### src/rtl/display_scan_ctrl_pkg.sv
// Shared constants and types for the seven-segment display scan path.
package display_pkg;

    localparam int NUM_DIGITS = 4;
    localparam int DIGIT_W    = 4;
    localparam int SCAN_W     = 2;

    typedef enum logic [0:0] {
        IDLE = 1'b0,
        RUN  = 1'b1
    } state_e;

    localparam logic [NUM_DIGITS-1:0] AN_OFF = 4'b1111;

endpackage

### src/rtl/display_scan_ctrl_if.sv
// Bundle of the enable/digit inputs and the scan/anode outputs of the display controller.
interface display_scan_ctrl_if;

    logic                                                    enable;
    logic [display_pkg::NUM_DIGITS*display_pkg::DIGIT_W-1:0] digits_in;
    logic [display_pkg::NUM_DIGITS*display_pkg::DIGIT_W-1:0] digits_out;
    logic [display_pkg::SCAN_W-1:0]                          scan;
    logic [display_pkg::NUM_DIGITS-1:0]                      an_n;
    logic                                                    digit_tick;
    logic                                                    frame_done;

    modport master (
        output enable, digits_in,
        input  digits_out, scan, an_n, digit_tick, frame_done
    );

    modport slave (
        input  enable, digits_in,
        output digits_out, scan, an_n, digit_tick, frame_done
    );

endinterface

### src/rtl/display_scan_ctrl_lz_blank_mask.sv
// Leading-zero mask: digit k (k >= 1) is masked when it and every digit above it are zero.
module lz_blank_mask
    import display_pkg::*;
#(
    parameter bit LZ_BLANK = 1'b1
) (
    // Digit 0 is never masked, so only nibbles 1..3 are needed.
    input  logic [(NUM_DIGITS-1)*DIGIT_W-1:0] digits_hi,
    output logic [NUM_DIGITS-1:0]             mask
);

    // zero_from[k] is set when nibbles k..3 are all zero.
    logic [NUM_DIGITS:1] zero_from;

    assign zero_from[NUM_DIGITS] = 1'b1;
    assign mask[0]               = 1'b0;

    genvar gi;
    generate
        for (gi = 1; gi < NUM_DIGITS; gi++) begin : g_digit
            assign zero_from[gi] = (digits_hi[(gi-1)*DIGIT_W +: DIGIT_W] == '0) && zero_from[gi+1];
            assign mask[gi]      = LZ_BLANK && zero_from[gi];
        end
    endgenerate

endmodule

### src/rtl/display_scan_ctrl.sv
// Four-digit seven-segment refresh controller: slot timing, anode drive with dead time,
// and a frame-coherent snapshot of the digit values.
module display_scan_ctrl
    import display_pkg::*;
#(
    parameter int DIV          = 50000,
    parameter int BLANK_CYCLES = 500,
    parameter bit LZ_BLANK     = 1'b1
) (
    input  logic                clock,
    input  logic                reset,
    display_scan_ctrl_if.slave  bus
);

    localparam int CNT_W = (DIV > 1) ? $clog2(DIV) : 1;
    localparam int DW    = NUM_DIGITS * DIGIT_W;

    state_e                  state_q, state_d;
    logic [CNT_W-1:0]        cnt_q, cnt_d;
    logic [SCAN_W-1:0]       scan_q, scan_d;
    logic [DW-1:0]           digits_out_q, digits_out_d;
    logic [NUM_DIGITS-1:0]   an_n_q, an_n_d;
    logic                    digit_tick_q, digit_tick_d;
    logic                    frame_done_q, frame_done_d;
    logic [NUM_DIGITS-1:0]   mask;

    // Mask is taken from the next snapshot so it lines up with the registered an_n.
    lz_blank_mask #(
        .LZ_BLANK (LZ_BLANK)
    ) u_lz_blank_mask (
        .digits_hi (digits_out_d[DW-1:DIGIT_W]),
        .mask      (mask)
    );

    always_comb begin
        state_d      = state_q;
        cnt_d        = cnt_q;
        scan_d       = scan_q;
        digits_out_d = digits_out_q;
        digit_tick_d = 1'b0;
        frame_done_d = 1'b0;

        case (state_q)
            IDLE: begin
                if (bus.enable) begin
                    state_d      = RUN;
                    digits_out_d = bus.digits_in;
                    cnt_d        = '0;
                    scan_d       = '0;
                end
            end
            RUN: begin
                if (!bus.enable) begin
                    state_d = IDLE;
                    cnt_d   = '0;
                    scan_d  = '0;
                end else if (cnt_q == CNT_W'(DIV - 1)) begin
                    cnt_d        = '0;
                    scan_d       = scan_q + SCAN_W'(1);
                    digit_tick_d = 1'b1;
                    if (scan_q == SCAN_W'(NUM_DIGITS - 1)) begin
                        digits_out_d = bus.digits_in;
                        frame_done_d = 1'b1;
                    end
                end else begin
                    cnt_d = cnt_q + CNT_W'(1);
                end
            end
            default: state_d = IDLE;
        endcase

        // Anodes are decoded from next-state values so the flop tracks cnt/scan exactly.
        an_n_d = AN_OFF;
        if ((state_d == RUN) && (cnt_d >= CNT_W'(BLANK_CYCLES)) && !mask[scan_d]) begin
            an_n_d = ~(NUM_DIGITS'(1) << scan_d);
        end
    end

    always_ff @(posedge clock) begin
        if (reset) begin
            state_q      <= IDLE;
            cnt_q        <= '0;
            scan_q       <= '0;
            digits_out_q <= '0;
            an_n_q       <= AN_OFF;
            digit_tick_q <= 1'b0;
            frame_done_q <= 1'b0;
        end else begin
            state_q      <= state_d;
            cnt_q        <= cnt_d;
            scan_q       <= scan_d;
            digits_out_q <= digits_out_d;
            an_n_q       <= an_n_d;
            digit_tick_q <= digit_tick_d;
            frame_done_q <= frame_done_d;
        end
    end

    assign bus.digits_out = digits_out_q;
    assign bus.scan       = scan_q;
    assign bus.an_n       = an_n_q;
    assign bus.digit_tick = digit_tick_q;
    assign bus.frame_done = frame_done_q;

endmodule

### src/flat_wrapper.sv
// flat-port wrapper written by rule: the top's interface ports become plain ports
module display_scan_ctrl_flat import display_pkg::*;
#(
    parameter int DIV          = 50000,
    parameter int BLANK_CYCLES = 500,
    parameter bit LZ_BLANK     = 1'b1
)
  (clock, reset, bus_enable, bus_digits_in, bus_digits_out, bus_scan, bus_an_n, bus_digit_tick, bus_frame_done);
  display_scan_ctrl_if bus_i ();
  input  logic clock;
  input  logic reset;
  input wire logic [$bits(bus_i.enable)-1:0] bus_enable;
  input wire logic [$bits(bus_i.digits_in)-1:0] bus_digits_in;
  output wire logic [$bits(bus_i.digits_out)-1:0] bus_digits_out;
  output wire logic [$bits(bus_i.scan)-1:0] bus_scan;
  output wire logic [$bits(bus_i.an_n)-1:0] bus_an_n;
  output wire logic [$bits(bus_i.digit_tick)-1:0] bus_digit_tick;
  output wire logic [$bits(bus_i.frame_done)-1:0] bus_frame_done;
  assign bus_i.enable = bus_enable;
  assign bus_i.digits_in = bus_digits_in;
  assign bus_digits_out = bus_i.digits_out;
  assign bus_scan = bus_i.scan;
  assign bus_an_n = bus_i.an_n;
  assign bus_digit_tick = bus_i.digit_tick;
  assign bus_frame_done = bus_i.frame_done;
  display_scan_ctrl #(.DIV(DIV), .BLANK_CYCLES(BLANK_CYCLES), .LZ_BLANK(LZ_BLANK)) u_core (.clock(clock), .reset(reset), .bus(bus_i));
endmodule
### config.mk
export PLATFORM = sky130hd
export DESIGN_NAME = display_scan_ctrl_flat
export DESIGN_NICKNAME = d
export VERILOG_FILES = /design/src/rtl/display_scan_ctrl_pkg.sv /design/src/rtl/display_scan_ctrl_if.sv /design/src/rtl/display_scan_ctrl_lz_blank_mask.sv /design/src/rtl/display_scan_ctrl.sv /design/src/flat_wrapper.sv
export SDC_FILE = /design/constraint.sdc
export NUM_CORES = 1
export LEC_CHECK = 0
export ABC_AREA = 1
export CAP_MARGIN = 20
export CORE_MARGIN = 1.5
export CORE_UTILIZATION = 46
export DETAILED_ROUTE_END_ITERATION = 7
export DONT_BUFFER_PORTS = 1
export PLACE_DENSITY = 0.65
export SKIP_CTS_REPAIR_TIMING = 1
export SYNTH_ARGS = -nofsm -noshare
export SYNTH_HDL_FRONTEND = slang
export SYNTH_SLANG_ARGS = --single-unit
### constraint.sdc
create_clock -name clock -period 2.2 [get_ports clock]
set_input_delay 0.66 -clock clock [delete_from_list [all_inputs] [get_ports clock]]
set_output_delay 0.66 -clock clock [all_outputs]
set_load 0.1 [all_outputs]
==> qor.csv <==
metric;value;unit
status;finished, final reports clean;
# IOs;43;
Mapped Avg Cell Area;6.60;um^2
1st-iter DRT viols;156;
fin nets;385;
drt first pass iters;5;
Sw Ratio;0.304;
Clk pwr share;0.349;
pwr dens;651;nW/um^2
GRT Overall Usage;0.217;
hold path startpoint;reset;
area delta synth->final;16.5;%
crit end category;flop;
number of max-cap violations;0;
Lkg Pwr;0.00117;uW
RePlAce Congestion;0.954;
critical path startpoint;u_core.cnt_q[11]$_SDFF_PP0_;
vias in the first global route;2053;
antenna violations before repair;0;
post-layout min period;1.93;ns
final hold vios;0;
Clock Skews;0.00567;ns
Worst-path clk slew;0.08;ns
f_max;0.518;GHz
synth warn;0;
CP max FO;6;
DIE AREA;5220;um^2
CP bufs+invs;1;
Setup violations, final;0;
critical-path cell with the highest stage delay;dfxtp_1;
global-route wire length before repair;8.94;mm
Crit path max-delay family;simple AND/OR/NAND/NOR gates;
starting density of the core;0.473;
switching power total;508;uW
post-DR wirelength/cell;12.3;um
antenna diode count;0;
Setup crit start kind;flop;
Comb power frac;0.183;
CTS tree;yes;
Crit Path Class;flop to flop;
Synth Net Count;355;
Reg-to-Reg End;u_core.bus.an_n[0]$_SDFF_PP1_;
internal power;1160;uW
Skew-Pair Late Insertion Delay;0.29;ns
Num CTS Buffers;5;
CP max stage delay;0.43;ns
Fillers;454;
cell area after synthesis;2200;um^2
Crit path required time;2.38;ns
Syn Inst Count;334;
layout cells sized above 1;0.181;
Worst Hold End;u_core.cnt_q[1]$_SDFF_PP0_;
Remaining Overflow, GRT;0;
sequential power share;0.468;
register area share after synthesis;0.372;
Sinks on Clock Net;41;
TNS Setup;0;ns
Die Y;72.2;um
H-Tree Depth;2;
CORE AREA;4660;um^2
DP Worst Slack;0.175;ns
Crit path depth;13;
I/O Buffers;0;
largest area contributor in the netlist;dfxtp_1;
Routed Antenna Nets;0;
# DRC;0;
Worst Reg-to-Reg Cells;13;
relative slew slack;0.800;
post-route worst setup slack;0.268;ns
CP Data Arrival Time;2.11;ns
Synth cell types;32;
# rows;25;
pin count of the biggest net entering global routing;32;
Root Buffer Master;clkbuf_8;
Area contributors post-synth;dfxtp_1 (37%), nand2_1 (14%), inv_1 (8.7%), nor2_1 (8.2%), nand3_1 (5.7%);
Synth Register Bits;41;
Die X;72.2;um
WHS Path Cells;1;
DR vias;2155;
crit-path cells;nor2_1 > nand2_1 > nor2_4 > nand2_1 > nand2_2 > inv_1 > nand3_1 > a21oi_1 > nand2_1 > nand3_1 > nor2_1 > nor2_2 > nand3_1;
WL final;5.13;mm
VDD IR max;0.433;mV
Yosys top cell area share;0.372;
Vias/cell;5.16;
post-DP HPWL;3.90;mm
r2r setup slk;0.27;ns
reg2reg start;u_core.cnt_q[11]$_SDFF_PP0_;
Tcrit/Tclk final;0.878;
pin slew with the least headroom to its limit;0.300;ns
max-slew violation count;0;
maximum root-to-sink buffer count;2;
min-delay worst type;primary input to flop;
how the worst max path moves through the flow:
stage	slack [ns]	endpoint
3_5_place_dp	0.17	u_core.bus.an_n[0]$_SDFF_PP1_
2_1_floorplan	0.26	u_core.bus.an_n[0]$_SDFF_PP1_
3_3_place_gp	0.21	u_core.bus.an_n[0]$_SDFF_PP1_
6_report	0.27	u_core.bus.an_n[0]$_SDFF_PP1_
5_1_grt	-0.004	u_core.bus.an_n[0]$_SDFF_PP1_
4_1_cts	0.15	u_core.bus.an_n[0]$_SDFF_PP1_
final cells by class:
class	instances	area, um^2	area share
multi-input combinational	233	1140	0.446
sequential	41	828	0.322
tap	54	67.6	0.0263
clock inverter	2	35.0	0.0136
inverter	53	199	0.0774
timing repair buffer	30	225	0.0877
clock buffer	5	68.8	0.0268
sequential cells by signal (all words and copies together), names as in the netlist:
register               flops
u_core.bus.an_n            4
u_core.bus.digit_tick      1
u_core.bus.digits_out     16
u_core.bus.frame_done      1
u_core.bus.scan            2
u_core.cnt_q              16
u_core.state_q             1
Yosys cell counts:
cell / n
inv_1: 51
nand4_1: 8
nor3b_1: 1
a21oi_1: 17
and3_1: 1
nor2_2: 6
nand4_4: 1
buf_12: 1
or2_2: 1
xor2_1: 1
nand2_4: 1
clkbuf_1: 3
a22oi_1: 1
nand2_1: 81
nor2_4: 2
nand3_2: 1
inv_2: 2
buf_4: 1
nand3_4: 1
o22ai_1: 1
nor2_1: 48
nand3_1: 25
o21ai_0: 13
o21ai_1: 6
nand2_2: 3
nand3b_1: 5
o21ai_2: 3
nor3_1: 4
dfxtp_1: 41
buf_2: 1
ha_1: 2
buf_6: 1
metal layers:
metal	share of wire	wire length [um]	global-route usage	vias up
met1	0.43	2230	0.263	969
met5	0	0	0	-
li1	-	-	-	1116
met3	0.059	302	0.0486	10
met2	0.48	2480	0.378	60
met4	0.022	113	0.0776	0
power groups by stage:
| stage | Clock (uW) | Combinational [uW] | Sequential, uW |
|---|---|---|---|
| floorplan | 0 | 100 | 959 |
| global placement | 0 | 306 | 798 |
| detailed placement | 0 | 306 | 799 |
| CTS | 596 | 308 | 781 |
| global route | 626 | 327 | 785 |
| finish | 583 | 307 | 783 |
per-stage QoR:
stage          instance area [um^2]  cells  utilization  hold WS (ns)  total power (uW)
5_1_grt                        2570    418        0.551         0.412              1740
3_5_place_dp                   2440    411        0.525         0.485              1110
3_3_place_gp                   2440    411        0.525         0.481              1100
6_report                       2570    418        0.551         0.426              1670
2_1_floorplan                  2210    334            -         0.474              1060
4_1_cts                        2550    418        0.547         0.412              1690
logic make-up after synthesis:
logic type | synth area share
AO/OA/AOI/OAI | 0.0999
XOR/XNOR | 0.00397
adder cells (fa/ha/maj) | 0.0113
buffers and inverters | 0.115
flip-flops | 0.372
AND/OR/NAND/NOR | 0.397
layout by cell type (no fill, tap or decap), drive strengths merged, types with 2 or more instances in the layout:
master / netlist / routed
a21oi: 17 / 17
buf: 4 / 30
clkbuf: 3 / 5
dfxtp: 41 / 41
ha: 2 / 2
inv: 53 / 53
nand2: 85 / 85
nand3: 27 / 27
nand3b: 5 / 5
nand4: 9 / 9
nor2: 56 / 56
nor3: 4 / 4
o21ai: 22 / 22
Note: power is estimated with default switching activity, not from simulation.
